[config.mk]
export PLATFORM = sky130hd
export DESIGN_NAME = regfile_wb_arbiter
export DESIGN_NICKNAME = d
export VERILOG_FILES = /design/src/rtl/regfile_wb_arbiter.sv
export SDC_FILE = /design/constraint.sdc
export NUM_CORES = 1
export LEC_CHECK = 0
export ABC_CLOCK_PERIOD_IN_PS = 4100
export CORE_MARGIN = 5
export CORE_UTILIZATION = 36
export DETAILED_ROUTE_END_ITERATION = 6
export PLACE_DENSITY = 0.84
export RECOVER_POWER = 50
export SLEW_MARGIN = 20
export SYNTH_ARGS = -nofsm -noshare
export SYNTH_HDL_FRONTEND = slang
export SYNTH_SLANG_ARGS = --single-unit
[constraint.sdc]
create_clock -name clock -period 4.1 [get_ports clock]
set_input_delay 0.615 -clock clock [delete_from_list [all_inputs] [get_ports clock]]
set_output_delay 0.615 -clock clock [all_outputs]
set_load 0.02 [all_outputs]
[src/rtl/regfile_wb_arbiter.sv]
// Purpose: round-robin arbiter sharing the regfile write port among NUM_REQ writeback sources; optional bypass via WB_BYPASS_EN.
// Latency: one cycle from handshake to ctrl_writeEnable/ctrl_writeReg/data_writeReg; the regfile captures on the following edge.
// Backpressure: one-hot req_ready; none while ctrl_hold or ctrl_reset; the output stage never stalls.
module regfile_wb_arbiter #(
    parameter int NUM_REQ = 4
) (
    input  logic                    clock,
    input  logic                    ctrl_reset,
    input  logic                    ctrl_hold,
    input  logic [NUM_REQ-1:0]      req_valid,
    input  logic [5*NUM_REQ-1:0]    req_reg,
    input  logic [32*NUM_REQ-1:0]   req_data,
    output logic [NUM_REQ-1:0]      req_ready,
    output logic                    ctrl_writeEnable,
    output logic [4:0]              ctrl_writeReg,
    output logic [31:0]             data_writeReg,
    input  logic [4:0]              byp_addrA,
    input  logic [4:0]              byp_addrB,
    output logic                    byp_hitA,
    output logic                    byp_hitB,
    output logic [31:0]             byp_data
);

    localparam int PW = (NUM_REQ > 1) ? $clog2(NUM_REQ) : 1;

    logic [PW-1:0] rr_ptr;
    logic [PW-1:0] grant_idx;
    logic          found;
    logic [PW:0]   scan_idx;
    logic          hs;
    logic [4:0]    sel_reg;
    logic [31:0]   sel_data;
    logic          stage_valid;
    logic [4:0]    stage_reg;
    logic [31:0]   stage_data;

    // Scan requests from rr_ptr upward with wrap; first valid source wins unless held or in reset.
    always_comb begin
        found     = 1'b0;
        grant_idx = '0;
        scan_idx  = '0;
        for (int k = 0; k < NUM_REQ; k++) begin
            scan_idx = {1'b0, rr_ptr} + (PW+1)'(k);
            if (scan_idx >= (PW+1)'(NUM_REQ)) begin
                scan_idx = scan_idx - (PW+1)'(NUM_REQ);
            end
            if (!found && req_valid[scan_idx[PW-1:0]]) begin
                found     = 1'b1;
                grant_idx = scan_idx[PW-1:0];
            end
        end
        if (ctrl_hold || ctrl_reset) begin
            found = 1'b0;
        end
        req_ready = '0;
        if (found) begin
            req_ready[grant_idx] = 1'b1;
        end
        hs       = found;
        sel_reg  = req_reg[grant_idx*5 +: 5];
        sel_data = req_data[grant_idx*32 +: 32];
    end

    // Pointer moves just past the granted source; holds when nothing transfers.
    always_ff @(posedge clock) begin
        if (ctrl_reset) begin
            rr_ptr <= '0;
        end else if (hs) begin
            rr_ptr <= (grant_idx == PW'(NUM_REQ-1)) ? '0 : grant_idx + PW'(1);
        end
    end

    // Writeback stage: capture the granted write, drain to idle when no handshake occurs.
    always_ff @(posedge clock) begin
        if (ctrl_reset) begin
            stage_valid <= 1'b0;
            stage_reg   <= '0;
            stage_data  <= '0;
        end else begin
            stage_valid <= hs;
            if (hs) begin
                stage_reg  <= sel_reg;
                stage_data <= sel_data;
            end
        end
    end

    // Register 0 writes are accepted but never reach the regfile.
    assign ctrl_writeEnable = stage_valid & (stage_reg != 5'd0);
    assign ctrl_writeReg    = stage_reg;
    assign data_writeReg    = stage_data;

`ifdef WB_BYPASS_EN
    // Forward the in-flight write to read ports one cycle ahead of the regfile.
    assign byp_hitA = stage_valid & (stage_reg != 5'd0) & (stage_reg == byp_addrA);
    assign byp_hitB = stage_valid & (stage_reg != 5'd0) & (stage_reg == byp_addrB);
    assign byp_data = stage_data;
`else
    logic unused_byp;
    assign unused_byp = ^{byp_addrA, byp_addrB};
    assign byp_hitA   = 1'b0;
    assign byp_hitB   = 1'b0;
    assign byp_data   = '0;
`endif

endmodule

Word level (Yosys, flattened, before mapping)

Index checks and enable logic that the tools add are counted.

Flip-flop bits (word level): 40
Latch bits: 0
RAM bits: 0
ROM bits: 0
Input port bits: 165
Output and inout bits: 76
Word-level logic and storage cells: 61
Memories: 0

$add $sub $neg: 8
$mul: 1
Divide/modulo/power cells: 0
Magnitude comparators: 10
Equality and inequality tests: 1
Shifts and indexed selects: 2
Multiplexer cells: 25
Bitwise gates (word level): 1
Reductions and logical operators: 9

Operators with widths:

| operator              | count |
|---|---|
| $shiftx A128 B8 Y32   | 1 |
| $shiftx A20 B6 Y5     | 1 |
| $mux W2               | 9 |
| $lt A2 B3 Y1 const B  | 5 |
| $mux W1               | 10 |
| $ge A3 B3 Y1 const B  | 3 |
| $bmux W1 S2           | 4 |
| $sub A2 B1 Y2 const B | 4 |
| $add A2 B2 Y3 const B | 2 |
| $mul A2 B3 Y5 const B | 1 |
| $reduce_bool A5 Y1    | 1 |
| $logic_and A1 B1 Y1   | 4 |
| $mux W4               | 1 |
| $add A2 B1 Y3 const B | 1 |
| $ge A2 B3 Y1 const B  | 1 |
| $logic_not A1 Y1      | 3 |
| $add A2 B1 Y2 const B | 1 |
| $demux W1 S2          | 1 |
| $eq A2 B2 Y1 const B  | 1 |
| $ge A2 B1 Y1 const B  | 1 |
| $and A1 B1 Y1         | 1 |
| $logic_or A1 B1 Y1    | 1 |

Depth between registers and ports, before layout

Word-level depth: 19
Gate-level depth with buffers: 9
Depth with buffers taken out: 7

Worst setup path before layout

OpenSTA, ideal clock, no wires.

Kind: input port to output port
Start point: input port req_valid[2]
End point: output port req_ready[3]
Arrival time: 2.120 ns
Required time: 3.485 ns
Setup slack: 1.365 ns
Cell stages on the path: 8
Path through: nor2b_1 a21boi_0 o32ai_2 buf_2 buf_1 inv_1 ha_1 and2_1

Longest elaborated chain between the ends: 17

RTL lines:

| element                                                                   | RTL line | RTL |
|---|---|---|
| from (decl)                                                               | 10       | `input logic [NUM_REQ-1:0] req_valid,` |
| $bmux W1 S2                                                               | 47       | `if (!found && req_valid[scan_idx[PW-1:0]]) begin` |
| $mux W1 (not written as such)                                             | 47       |  |
| $mux W1                                                                   | 47       |  |
| $logic_not A1 Y1                                                          | 47       |  |
| $logic_and A1 B1 Y1                                                       | 47       |  |
| $mux W1                                                                   | 47       |  |
| $logic_not A1 Y1                                                          | 47       |  |
| $logic_and A1 B1 Y1                                                       | 47       |  |
| $mux W1                                                                   | 47       |  |
| $logic_not A1 Y1                                                          | 47       |  |
| $logic_and A1 B1 Y1                                                       | 47       |  |
| $mux W2                                                                   | 47       |  |
| $lt A2 B3 Y1 (not written as such) / $ge A2 B1 Y1 (equally long branches) | 57       | `req_ready[grant_idx] = 1'b1;` |
| $logic_and A1 B1 Y1 (not written as such)                                 | 57       |  |
| $mux W1 (not written as such)                                             | 57       |  |
| $demux W1 S2                                                              | 57       |  |
| $mux W4 *                                                                 | 56       | `if (found) begin` |
| to (decl)                                                                 | 13       | `output logic [NUM_REQ-1:0] req_ready,` |

Mark *: on every way between the ends. The rest lies on a longest branch, timed or not. The select of a mux whose other input is x is not followed.

Final worst setup path

Start point: input port req_valid[3]
End point: output port req_ready[0]

The elaborated chain is that of the path after synthesis.

==> flow_summary.toml <==
[run_status]
outcome = "finished, violations left"
violations = "capacitance limit, slew limit"

[global_routing]
grt_first_pass_wirelength_um = 17730
grt_pass1_vias = 3741
grt_max_degree = 73
globalRouteOverflowTotal = 0
grt_usage_pct = 21.57
grt_antenna_before_repair = 0

[power]
peakVddDrop_mv = 0.1263
power.density_nw_per_um2 = 293.6
p_leak_uw = 0.002065

[cts]
cts_resized = 0
clkTransAtPathRegs_ns = 0.07
cts_setup_buffers = 0
postCtsHoldBufs = 0
cts.sinks = 40
clockBufferDepth = 2
cts_root_buf = "clkbuf_8"
htree_levels = 2
cts_tree = "built"
cts_made_buffers = 5
clkLatencyLatePin_ns = 0.29

[setup_path]
crit_path_top_delay_cell = "or4b_2"
rr_startpoint = "rr_ptr[1]$_SDFFE_PP0P_"
cp_top_family = "buffers and inverters"
worstRegToRegCells = 5
setup.worst_path.class = "input port to output pin"
crit_path_end_kind = "output pin"
critical_path.cell_chain = "clkdlybuf4s50_1, nor2_2, or4b_2, nand2_1, buf_4, nand2b_1, nor2_1, clkdlybuf4s50_1"
r2r_end = "data_writeReg[26]$_SDFFE_PP0P_"
critical_path.max_stage_delay_ns = 0.70
critPathArrivalTime_ns = 3.30
crit_required_ns = 3.48
critPathMostFrequentCell = "clkdlybuf4s50_1"
worstPathMaxFanout = 16
reg2reg_slack_ns = 1.66
path_buf_inv = 3
startpoint_type = "input port"

[layout]
layout_common_cells = "clkdlybuf4s50_1, nand3_1, dfxtp_1"
nets = 708
area_delta_synth_final_pct = 66.58
final_common_cell = "clkdlybuf4s50_1"
drive_gt1_share_pct = 4.788
diodes = 0
fin_cells = 648

[floorplan]
core_area_um2 = 8134
rows = 33
die_h_um = 100.7
start_util_pct = 36.41
io_pins = 241
die_w_um = 100.7
die_area_um2 = 10140

[sta]
slew_viol_final = 42
hold_viol = 0
min_period_over_period_pct = 95.47
min_period_ns = 3.914
fin_setup_tns_ns = 0
timing.fmax_mhz = 255.5
rsz0062_at_grt = "no"
fin_ws_ns = 0.1857
fin_worst_skew_ns = 0.005220
tightest_slew_ns = 2.027
setup_viol = 0
slew_headroom_pct = -35.14

[logic_synthesis]
synth.distinct_cells = 34
ys_top_cells_by_area = "dfxtp_1, a32o_1, nand3_1"
synth_warnings = 0
netlist_instances = 368
ys_seq_elements = 40
netlist_area_um2 = 2962
synth-edff-count = 0
avgSynthCellArea_um2 = 8.048
yosysTopAreaCellShare_pct = 27.04
yosysSeqAreaShare_pct = 27.04
synth_async_sr_flop_share_pct = 0
synth_largest_area_cell = "dfxtp_1"
yosys_most_used_dff = "dfxtp_1"

[drt]
antenna_left = 0
drt-wirelength-per-cell_um = 17.93
vias_per_cell = 5.583
wl_um = 11620
dr_total_vias = 3618
drt_iter0_markers = 157
drt_pass1_iterations = 4
drc = 0

[placed_design]
gp_congestion = 0.8048
dpl.cell_count = 640
io_buffers = 196
dpl.hpwl_um = 8483
place_ws_ns = 0.2083

[run]
cap_violations = 1

[min_path]
worstHoldPathCells = 1
min_to = "data_writeReg[14]$_SDFFE_PP0P_"
hp-start = "data_writeReg[14]$_SDFFE_PP0P_"
hp-class = "flip-flop to flip-flop"
-- metrics by stage --
step | hold WS [ns] | cell area, um2 | utilization, % | power (uW)
2_1_floorplan | 0.4862 | 3085 | - | 899.7
3_3_place_gp | 0.4467 | 4852 | 59.65 | 1184
3_5_place_dp | 0.4529 | 4852 | 59.65 | 1202
4_1_cts | 0.4707 | 4942 | 60.76 | 1480
5_1_grt | 0.4837 | 4933 | 60.65 | 1539
6_report | 0.4605 | 4933 | 60.65 | 1448
-- sequential cells by signal, summed over array words and instances, names as in the netlist --
name and count:
ctrl_writeReg 5, data_writeReg 32, rr_ptr 2, stage_valid 1
-- layer usage --
| metal | GRT usage [%] | share of wire [%] | vias up |
|---|---|---|---|
| li1 | - | - | 1699 |
| met1 | 23.21 | 36 | 1704 |
| met2 | 38.53 | 51 | 184 |
| met3 | 5.052 | 9.0 | 31 |
| met4 | 11.92 | 3.4 | 0 |
| met5 | 0 | 0 | - |
-- cell type report --
class / count / area [um2]
Timing Repair Buffer: 209 / 2056
Sequential cell: 40 / 800.8
Inverter: 1 / 3.754
Tap cell: 105 / 131.4
Clock buffer: 8 / 90.09
Fill cell: 710 / 3201
Multi-Input combinational cell: 285 / 1852
-- report_power, final --
part	switching [uW]	internal [uW]	total, uW
clock	135	137	273
sequential	27.4	437	464
combinational	358	354	712
-- worst reg2reg max path: cells and delay by family, from the launching register on --
family,cells,cell delay [ns]
AND/OR/NAND/NOR,2,0.96
flip-flops,1,0.53
AO/OA/AOI/OAI,2,0.49
buffers and inverters,1,0.37
-- logic make-up (layout without fill, tap and decap cells) --
logic type / after synthesis / in the layout / synth area share [%]
other: 1 / 34 / 0.1266
multiplexers: 2 / 2 / 0.6760
AO/OA/AOI/OAI: 114 / 114 / 30.67
flip-flops: 40 / 40 / 27.04
adder cells (fa/ha/maj): 1 / 1 / 0.4224
AND/OR/NAND/NOR: 134 / 134 / 25.18
buffers and inverters: 76 / 218 / 15.88
-- cells in the mapped netlist (4+ instances only) --
cell       n
nand3_1   72
dfxtp_1   40
a211o_1   36
a32o_1    36
and3_1    35
buf_4     34
o21ai_1   21
clkbuf_1  19
buf_2     16
o21ai_0   16
nor2_1     7
buf_6      5
nand2_1    4
nor2b_1    4
-- worst max path at each step --
stage	startpoint	end	cells past startpoint
floorplan	req_valid[2]	req_ready[3]	8
global placement	req_valid[3]	req_ready[2]	8
detailed placement	req_valid[3]	req_ready[0]	8
CTS	req_valid[3]	req_ready[0]	8
global route	req_valid[3]	req_ready[0]	8
finish	req_valid[3]	req_ready[0]	8
(Power assumes the default switching activity.)
